===== config.mk =====
export PLATFORM = sky130hd
export DESIGN_NAME = tt_um_seven_segment_reader
export DESIGN_NICKNAME = d
export VERILOG_FILES = /design/src/rtl/tt_um_seven_segment_reader.sv
export SDC_FILE = /design/constraint.sdc
export NUM_CORES = 1
export LEC_CHECK = 0
export CAP_MARGIN = 30
export CORE_MARGIN = 4
export CORE_UTILIZATION = 49
export DETAILED_ROUTE_END_ITERATION = 12
export PLACE_DENSITY = 0.87
export SYNTH_ARGS = -nofsm -noshare
export SYNTH_HDL_FRONTEND = slang
export SYNTH_SLANG_ARGS = --single-unit

===== constraint.sdc =====
create_clock -name clk -period 2.4 [get_ports clk]
set_input_delay 0.36 -clock clk [delete_from_list [all_inputs] [get_ports clk]]
set_output_delay 0.36 -clock clk [all_outputs]
set_load 0.005 [all_outputs]

===== src/rtl/tt_um_seven_segment_reader.sv =====
// Seven-segment bus reader: glitch filter, BCD decode, 0..9 sequence check, digit-change period.
// Define SEG_READER_SEQ_CHECK_EN to build the sticky sequence-error flag on uo_out[5].
module tt_um_seven_segment_reader #(
  parameter int STABLE_CYCLES = 4
) (
  input  logic       clk,
  input  logic       rst_n,
  input  logic [7:0] ui_in,
  output logic [7:0] uo_out,
  input  logic [7:0] uio_in,
  output logic [7:0] uio_out,
  output logic [7:0] uio_oe,
  input  logic       ena
);

  typedef enum logic [1:0] {SEARCH, LOCKED, TRACKING} state_t;

  localparam logic [7:0] STAB_MAX  = 8'(STABLE_CYCLES);
  localparam logic [7:0] STAB_LAST = 8'(STABLE_CYCLES - 1);

  state_t      state_q, state_d;
  logic [6:0]  samp;
  logic [7:0]  stab;
  logic [3:0]  digit;
  logic [23:0] cnt;
  logic [23:0] cnt_inc;
  logic [23:0] period_reg;
  logic        pulse;
  logic        dot;
  logic        err;
  logic        same;
  logic        accept;
  logic        lock;
  logic        change;
  logic [4:0]  dec;
  logic        unused_ok;

  function automatic logic [4:0] seg_decode(input logic [6:0] seg);
    case (seg)
      7'h3F:   seg_decode = {1'b1, 4'd0};
      7'h06:   seg_decode = {1'b1, 4'd1};
      7'h5B:   seg_decode = {1'b1, 4'd2};
      7'h4F:   seg_decode = {1'b1, 4'd3};
      7'h66:   seg_decode = {1'b1, 4'd4};
      7'h6D:   seg_decode = {1'b1, 4'd5};
      7'h7D:   seg_decode = {1'b1, 4'd6};
      7'h07:   seg_decode = {1'b1, 4'd7};
      7'h7F:   seg_decode = {1'b1, 4'd8};
      7'h6F:   seg_decode = {1'b1, 4'd9};
      default: seg_decode = {1'b0, 4'd0};
    endcase
  endfunction

  assign unused_ok = &{1'b0, ena, uio_in};

  // Accept fires on the edge where stab would reach STABLE_CYCLES; samp already equals the input.
  assign same    = (ui_in[6:0] == samp);
  assign accept  = same && (stab == STAB_LAST);
  assign dec     = seg_decode(samp);
  assign cnt_inc = (cnt == 24'hFFFFFF) ? cnt : cnt + 24'd1;

  always_comb begin
    state_d = state_q;
    lock    = 1'b0;
    change  = 1'b0;
    if (accept) begin
      if (!dec[4]) begin
        state_d = SEARCH;
      end else if (state_q == SEARCH) begin
        lock    = 1'b1;
        state_d = LOCKED;
      end else if (dec[3:0] != digit) begin
        change  = 1'b1;
        state_d = TRACKING;
      end
    end
  end

  always_ff @(posedge clk) begin
    if (!rst_n) state_q <= SEARCH;
    else        state_q <= state_d;
  end

  always_ff @(posedge clk) begin
    if (!rst_n) begin
      samp       <= 7'h00;
      stab       <= 8'd0;
      digit      <= 4'd0;
      cnt        <= 24'd0;
      period_reg <= 24'd0;
      pulse      <= 1'b0;
      dot        <= 1'b0;
    end else begin
      if (!same) begin
        samp <= ui_in[6:0];
        stab <= 8'd0;
      end else if (stab != STAB_MAX) begin
        stab <= stab + 8'd1;
      end
      if (lock || change) digit <= dec[3:0];
      pulse <= lock || change;
      // Record edges since the previous change, counting this one.
      if (change && state_q == TRACKING) period_reg <= cnt_inc;
      cnt <= change ? 24'd0 : cnt_inc;
      dot <= change ? ui_in[7] : (dot | ui_in[7]);
    end
  end

`ifdef SEG_READER_SEQ_CHECK_EN
  logic [3:0] digit_next;
  assign digit_next = (digit == 4'd9) ? 4'd0 : digit + 4'd1;

  always_ff @(posedge clk) begin
    if (!rst_n)                              err <= 1'b0;
    else if (change && dec[3:0] != digit_next) err <= 1'b1;
  end
`else
  assign err = 1'b0;
`endif

  assign uo_out  = {dot, pulse, err, (state_q != SEARCH), digit};
  assign uio_out = period_reg[23:16];
  assign uio_oe  = 8'hFF;

endmodule


* Yosys cells after proc, flatten, opt, wreduce, memory -nomap -nowiden
Index checks and enable logic that the tools add are counted.
** Word-level totals
- Bits in registers :: 71
- Input port bits :: 19
** Cells by class
- Multiplexer cells :: 13
- Bitwise logic cells :: 2
- Reductions and logical operators :: 8
- Eq/ne operators :: 17
- Add/subtract/negate cells :: 2
** Operators by type and width (count)
- one-hot mux 5 bit (10 select lines) :: 1
- == test 7 bit (second input constant) :: 7
- adder 24 x 1 -> 24 bit (second input constant) :: 1
- == test 24 bit (second input constant) :: 1
- two-way mux 24 bit :: 1
- == test 7 x 3 -> 1 bit (second input constant) :: 2
- adder 8 x 1 -> 8 bit (second input constant) :: 1
- == test 8 x 2 -> 1 bit (second input constant) :: 1
- two-way mux 1 bit :: 8
- inequality test 8 x 3 -> 1 bit (second input constant) :: 1
- == test 7 x 6 -> 1 bit (second input constant) :: 1
- == test 7 bit :: 1
- two-way mux 2 bit :: 3
- inequality test 4 bit :: 1
- AND reduction 2 bit :: 2
- inequality test 3 x 1 -> 1 bit (second input constant) :: 1
- == test 2 bit (second input constant) :: 1
- logical AND 1 bit :: 2
- zero test 2 bit :: 1
- nonzero test 2 bit :: 1
- OR reduction 2 bit :: 1
- logical OR 1 bit :: 1
- NOT 1 bit :: 1
- bitwise OR 1 bit :: 1

* Logic depth before layout (Yosys ltp)
Gate-level depths: netlist of run 1.
- Word-level depth :: 8
- Depth in mapped cells :: 8
- Mapped depth without buffers :: 7

* Worst setup path before layout of run 1
Ideal clock, no wire load.
- Path kind :: flip-flop to flip-flop
- Start :: register stab[4]
- End :: register period_reg[16]
- Library setup time :: 0.073 ns
- Arrival :: 2.558 ns
- Period minus slack after synthesis :: 2.631 ns
- Cell stages (with the launch flop) :: 7
- Required time :: 2.327 ns
- Slack :: -0.231 ns
- Buffers on the path :: 0
- Path through :: dfxtp_1 -> or4_4 -> or4b_4 -> nor3_4 -> o21ai_2 -> a2111oi_4 -> mux2i_1
** Between the ends
- Cells in the longest elaborated chain, start to end :: 4
** Ends and longest elaborated chain
- start: declaration :: line 23 : logic [7:0] stab;
- start signal: assignment :: line 98 : stab <= stab + 8'd1;
- == test 8 x 2 -> 1 bit :: line 58 : assign accept = same && (stab == STAB_LAST);
- logical AND 1 bit :: line 58
- two-way mux 1 bit :: line 66 : if (accept) begin
- logical AND 1 bit :: line 103 : if (change && state_q == TRACKING) period_reg <= cnt_inc;
- end signal: assignment :: line 103
- end: declaration :: line 27 : logic [23:0] period_reg;
Every way passes these cells.
A chain may end at the register's enable or synchronous reset.

==> impl_results.md, run 1 <==
* Area contributors post-synth: dfxtp_1 38%, xor2_1 6.4%, xnor2_1 4.6%
* Share of flip-flops with an asynchronous set or reset at 0%
* EDFF count, synth at 0
* CTS max path bufs at 2
* Final Skew at 7.48 ps
* Synth unique cells at 52
* DRC at 0
* Detailed-route vias per instance at around 5.7
* Post-route setup slack at -95.0 ps
* Ports at 43
* Sequential share of the synthesized area at between 30% and 40%
* Synth top area share at 38.3%
* GR Util met3 at 3.83%
* Crit-path max FO at 24
* Area Growth Syn to Fin at 19.1%
* Hold/Removal Path Class: reg -> reg
* Fmax at 0.401 GHz
* Most frequent cells in the layout: 54 x dfxtp_1, 31 x nand2_1, 24 x nor2_1, 24 x clkdlybuf4s50_1, 23 x nand3_1
* # nets final at slightly below 400
* Ant diodes at 0
* CP bufs+invs at 2
* Required @ worst endpoint at between 2000 and 3000 ps
* Worst R2R Start: stab[4]
* WP data arrival at ~2700 ps
* Critical path startpoint category: register
* Setup crit start: stab[4]
* Final Instance Area at around 3400 um2
* Routability cong. at 0.804
* Vias in the first global route at around 2400
* Clock latency on the worst-skew pair at 300 ps
* Final hold vios at 0
* Maxcap violations at 0
* Yosys warnings at 0
* Die width at 84.6 um
* Final Cycle Share at 104%
* Post-Syn Instances at 330
* Slew @ Worst Pin at between 600 and 700 ps
* Tmin final at 2490 ps
* Worst-path clk slew at 100 ps
* Endpoints failing setup at 35
* Via count at 2490
* Hpwl dp at 4.44 mm
* CP top delay family: simple AND/OR/NAND/NOR gates
* Largest net degree at the start of global routing at 33
* Count of final max-slew check failures at 0
* Initial Util at 51.3%
* Cell Area, Synth at 2880 um2
* Worst VDD drop at 0.533 mV
* Initial DRC Count at between 100 and 150
* Die height at ~85 um
* CTS Root Cell: clkbuf_8
* Post-DRT Antenna Nets at 0
* Critical path's largest stage delay at 540 ps
* Setup CP Type: reg -> reg
* Sink Count at 55
* Core Box Area at 5610 um2
* Failing checks: setup timing
* Most common cell after layout, fill and taps aside: dfxtp_1
* Largest area contributor in the netlist: dfxtp_1
* Worst-path cell chain: or4_4, or4b_4, nor3_4, buf_4, nand3_1, o22ai_2, buf_12, nor3_1
* Initial antenna violation count at 0
* DIE AREA at 7160 um2
* Hold buffer count at cts at 0
* Max transition margin at a little under three fifths
* Wire per inst at between 10 and 15 um
* Post-Layout Cell Count at 437
* GR Util met1 at 21.3%
* Leak at 1.23 nW
* PwrDens at 512 nW/um2
* GRT Overall Usage at 17.9%
* Top_reg_cell synth: dfxtp_1
* H-tree depth at 2
* Endpoint class of the critical path: register
* RSZ-0062 raised after global routing: true
* Port bufs at 24
* Number of placement rows at 27
* Remaining Overflow, GRT at 0
* Hold Path Origin: period_reg[16]
* Layout cell share with drive strength beyond 1 at 12.1%
* Yosys reg bits at 55
* Cells after DPL at 427
* Outcome: finished with violations
* Top Usage Layer GRT: met2
* Fillers at 477
* TritonRoute pass-1 iters at 5
* Drt total wl at between 6 and 7 mm
* Placed cell area at 3270 um2
* CP max stage cell: or4b_4
* Inserted Clock Buffers at 5
* Syn_area_per_cell at 8.72 um2
* Met2 Track Usage GR at 32.7%
* CTS tree: done
* First-pass GRT wire length at 10.8 mm
[layer usage]
metal  vias up  share of wire, %
met2        58                51
li1       1216                 -
met3        11               4.0
met1      1205                44
met5         -                 0
met4         0               1.4
[stage by stage]
step | power [mW] | utilization (%) | setup slack (ps) | setup TNS, ps | hold slack [ps]
after global routing | 1.83 | 61.1 | -220 | -6100 | 500
final | 1.76 | 61.1 | -95.0 | -2040 | 472
after detailed placement | 1.05 | 58.3 | -69.1 | -1520 | 453
after global placement | 1.05 | 58.3 | -34.7 | -505 | 444
after CTS | 1.76 | 60.8 | -98.0 | -2340 | 472
after floorplan | 1.03 | - | -183 | -1470 | 436
[worst min-delay path: stages, from the launching register on]
cell and delay, ps:
dfxtp_1 320, nand2_1 50, mux2i_1 50
[final timing paths]
check | to | slack [ps] | cells after the start
max | register | -90 | 8
min reg2reg | period_reg[16] | 470 | 2
max reg2reg | register | -90 | 8
min | period_reg[16] | 470 | 2
[layout make-up]
| class | count | area (um2) | share of cell area (%) |
|---|---|---|---|
| Timing Repair Buffer | 44 | 415 | 12.1 |
| Clock buffer | 5 | 68.8 | 2.01 |
| Sequential cell | 55 | 1100 | 32.2 |
| Multi-Input combinational cell | 250 | 1650 | 48.2 |
| Inverter | 8 | 30.0 | 0.876 |
| Tap cell | 72 | 90.1 | 2.63 |
| Clock inverter | 3 | 67.6 | 1.97 |
[power by group]
part | internal, mW | total, mW | switching [mW]
registers | 0.924 | 0.942 | 0.0181
clock network | 0.416 | 0.721 | 0.305
logic | 0.0462 | 0.0925 | 0.0463
[cells by family (layout without fill, tap and decap cells)]
| group | Yosys count | after routing | share of synthesized area (%) |
|---|---|---|---|
| buffers and inverters | 32 | 60 | 5.74 |
| other | 2 | 9 | 0.261 |
| AO/OA/AOI/OAI | 40 | 40 | 11.0 |
| adder cells (fa/ha/maj) | 3 | 3 | 1.30 |
| multiplexers | 10 | 10 | 3.48 |
| flip-flops | 55 | 55 | 38.3 |
| AND/OR/NAND/NOR | 152 | 152 | 29.0 |
| XOR/XNOR | 36 | 36 | 11.0 |
[repair_timing]
| item | 4_1_cts | 5_1_grt |
|---|---|---|
| buffers inserted | 1 | 1 |
| gates resized for setup | 0 | 2 |
| setup endpoints to repair | 35 | 40 |
| endpoints found under the hold margin | 0 | 0 |
[cell usage after synthesis (3+ instances only)]
library cell and number:
a21oi_1 6, nand3_1 23, ha_1 3, nor4b_1 3, nand2_1 31, and3_1 3, xor2_1 21, buf_4 12
or3_1 6, nor4_1 3, o21ai_0 7, nor2_1 24, mux2i_1 10, nand3b_1 4, dfxtp_1 55, inv_1 8
nor3_1 19, nand4_1 6, xnor2_1 15, a221oi_1 3, clkbuf_1 12, or2_2 3, and2_1 10, nand2b_1 4
o2111ai_1 3
Note: power is estimated with default switching activity, not from simulation.
==> run 2: changes to the inputs <==
--- a/config.mk
+++ b/config.mk
@@ -7,9 +7,9 @@
 export LEC_CHECK = 0
 export CAP_MARGIN = 30
 export CORE_MARGIN = 4
-export CORE_UTILIZATION = 49
+export CORE_UTILIZATION = 50
 export DETAILED_ROUTE_END_ITERATION = 12
-export PLACE_DENSITY = 0.87
+export PLACE_DENSITY = 0.86
 export SYNTH_ARGS = -nofsm -noshare
 export SYNTH_HDL_FRONTEND = slang
 export SYNTH_SLANG_ARGS = --single-unit
==> constraint.sdc (replaced) <==
create_clock -name clk -period 2.9 [get_ports clk]
set_input_delay 0.435 -clock clk [delete_from_list [all_inputs] [get_ports clk]]
set_output_delay 0.435 -clock clk [all_outputs]
set_load 0.005 [all_outputs]
==> impl_results.md, run 2 (same netlist as run 1, synthesis figures left out) <==
* Outcome: finished clean (was finished with violations)
* Hold/Removal Path Class: reg -> reg (unchanged)
* PwrDens at 414 nW/um2 (was 512 nW/um2)
* Postcts setup bufs at 0 (was 1)
* CTS max path bufs at 2 (unchanged)
* Post-route setup slack at 219 ps (was -95.0 ps)
* H-tree depth at 2 (unchanged)
* Via count at 2353 (was 2490)
* Max transition margin at 59.0% (was 56.5%)
* Critical path startpoint category: register (unchanged)
* First-pass GRT wire length at 10.3 mm (was 10.8 mm)
* Largest net degree at the start of global routing at 33 (unchanged)
* Critical path's largest stage delay at 540 ps (about the same)
* Post-cts gate resize count at 0 (unchanged)
* Dpl ws at 295 ps (was -69.1 ps)
* Worst VDD drop at 0.333 mV (was 0.533 mV)
* Endpoint class of the critical path: register (unchanged)
* CTS Root Cell: clkbuf_8 (unchanged)
* Initial DRC Count at 101 (was 135)
* Area Growth Syn to Fin at 13.0% (was 19.1%)
* Number of placement rows at 27 (unchanged)
* DRC at 0 (unchanged)
* GRT Overall Usage at 17.3% (was 17.9%)
* Worst reg2reg path depth at 7 (was 8)
* Layout cell share with drive strength beyond 1 at 6.59% (was 12.1%)
* Endpoints failing setup at 0 (was 35)
* Vias in the first global route at 2356 (was 2411)
* # nets final at 371 (was 386)
* Post-DRT Antenna Nets at 0 (unchanged)
* Most frequent cells in the layout: 55 x dfxtp_1, 31 x nand2_1, 24 x nor2_1, 24 x clkdlybuf4s50_1, 23 x nand3_1 (was 54 x dfxtp_1, 31 x nand2_1, 24 x nor2_1, 24 x clkdlybuf4s50_1, 23 x nand3_1)
* Worst R2R End: period_reg[17]
* RSZ-0062 raised after global routing: false (was true)
* Core Box Area at 5540 um2 (was 5610 um2)
* Wire per inst at 13.8 um (was 14.1 um)
* Final hold vios at 0 (unchanged)
* Initial antenna violation count at 0 (unchanged)
* Hold Crit Endpoint: period_reg[21] (was period_reg[16])
* Metal-1 WL at 2.54 mm (was 2.72 mm)
* CTS tree: done (unchanged)
* Hpwl dp at 4.09 mm (was 4.44 mm)
* Maxcap violations at 0 (unchanged)
* Tmin final at 2680 ps (was 2490 ps)
* Remaining Overflow, GRT at 0 (unchanged)
* Fmax at 0.373 GHz (was 0.401 GHz)
* Met3 routed WL at 289 um (was 248 um)
* Post-Layout Cell Count at 421 (was 437)
* Worst hold margin at 461 ps (was 472 ps)
* Design Power at 1.35 mW (was 1.76 mW)
* Cells after DPL at 414 (was 427)
* Met2 WL at 2.93 mm (was 3.13 mm)
* Ant diodes at 0 (unchanged)
* Max Used Layer: met4 (unchanged)
* Sink Count at 55 (unchanged)
* DIE AREA at 7030 um2 (was 7160 um2)
* Slew @ Worst Pin at 614 ps (was 652 ps)
* Die height at 83.9 um (was 84.6 um)
* Routability cong. at 0.836 (was 0.804)
* Port bufs at 24 (unchanged)
* Initial Util at 51.9% (was 51.3%)
* Worst R2R Start: stab[4] (unchanged)
* Crit-path max FO at 8 (was 24)
* Required @ worst endpoint at 3120 ps (was 2560 ps)
* Setup CP Type: reg -> reg (unchanged)
* Final Cycle Share at 92.5% (was 104%)
* Leak at 1.14 nW (was 1.23 nW)
* Final Skew at 6.04 ps (was 7.48 ps)
* CP max stage cell: or4_4 (was or4b_4)
* Inserted Clock Buffers at 5 (unchanged)
* Worst-path cell chain: or4_4, or4b_4, nor3_4, o21ai_2, a2111oi_4, buf_4, mux2i_1 (was or4_4, or4b_4, nor3_4, buf_4, nand3_1, o22ai_2, buf_12, nor3_1)
* Hold path depth at 2 (unchanged)
* Drt total wl at 5.83 mm (was 6.18 mm)
* Hold buffer count at cts at 0 (unchanged)
* Count of final max-slew check failures at 0 (unchanged)
* Fillers at 498 (was 477)
* Worst-path clk slew at 90 ps (was 100 ps)
* Detailed-route vias per instance at 5.59 (was 5.70)
* Most common cell after layout, fill and taps aside: dfxtp_1 (unchanged)
* Clock latency on the worst-skew pair at 300 ps (about the same)
* Ports at 43 (unchanged)
* TritonRoute pass-1 iters at 4 (was 5)
* WP data arrival at 2910 ps (was 2660 ps)
* Die width at 83.9 um (was 84.6 um)
* Setup TNS at 0 ps (was -2040 ps)
* Hold Path Origin: period_reg[21] (was period_reg[16])
* Flop2flop setup slack at 220 ps (was -90 ps)
run 2: cell count changes in the layout (fill, tap and decap cells not counted), sizes merged:
| cell | change |
|---|---|
| bufinv | -1 |
| buf | -15 |
| clkbuf | +1 |
| clkinvlp | -1 |
run 2: power breakdown:
group	switching, mW	internal (mW)	total, mW	leakage [nW]
Clock	0.239	0.254	0.493	0.0513
Sequential	0.0166	0.765	0.781	0.446
Combinational	0.0351	0.0364	0.0715	0.639
Total	0.291	1.05	1.35	1.14
run 2: metrics by stage:
stage | instance area, um2 | util [%]
after CTS | 3250 | 58.7
after floorplan | 2900 | -
after global routing | 3250 | 58.7
after global placement | 3150 | 56.8
after detailed placement | 3150 | 56.8
final | 3250 | 58.7
run 2: area by class of cell:
cell class                 count  area (um2)  share of cell area [%]
multi-input combinational    250        1640                    50.4
timing repair buffer          29         290                    8.93
sequential                    55        1100                    33.9
inverter                       8        30.0                   0.923
tap                           72        90.1                    2.77
clock buffer                   6        72.6                    2.23
clock inverter                 1        30.0                   0.923
run 2: per-layer routing:
layer / vias up / GRT usage, %
li1: 1179 / -
met1: 1102 / 19.6
met2: 63 / 31.6
met3: 9 / 4.64
met4: 0 / 4.82
met5: - / 0
run 2: critical path: cells and delay by family, from the launching register on:
family                 cells  cell delay (ps)
AO/OA/AOI/OAI              2              430
buffers and inverters      1              250
flip-flops                 1              340
multiplexers               1              240
AND/OR/NAND/NOR            3             1350
run 2: worst max path at each step:
stage	slack (ps)	depth (start not counted)	start	endpoint
final	220	7	stab[4]	period_reg[17]
after global routing	90	7	stab[4]	period_reg[17]
after CTS	210	7	stab[4]	period_reg[17]
after detailed placement	300	7	stab[4]	period_reg[18]
after global placement	310	7	stab[4]	period_reg[23]
after floorplan	270	6	stab[4]	period_reg[16]
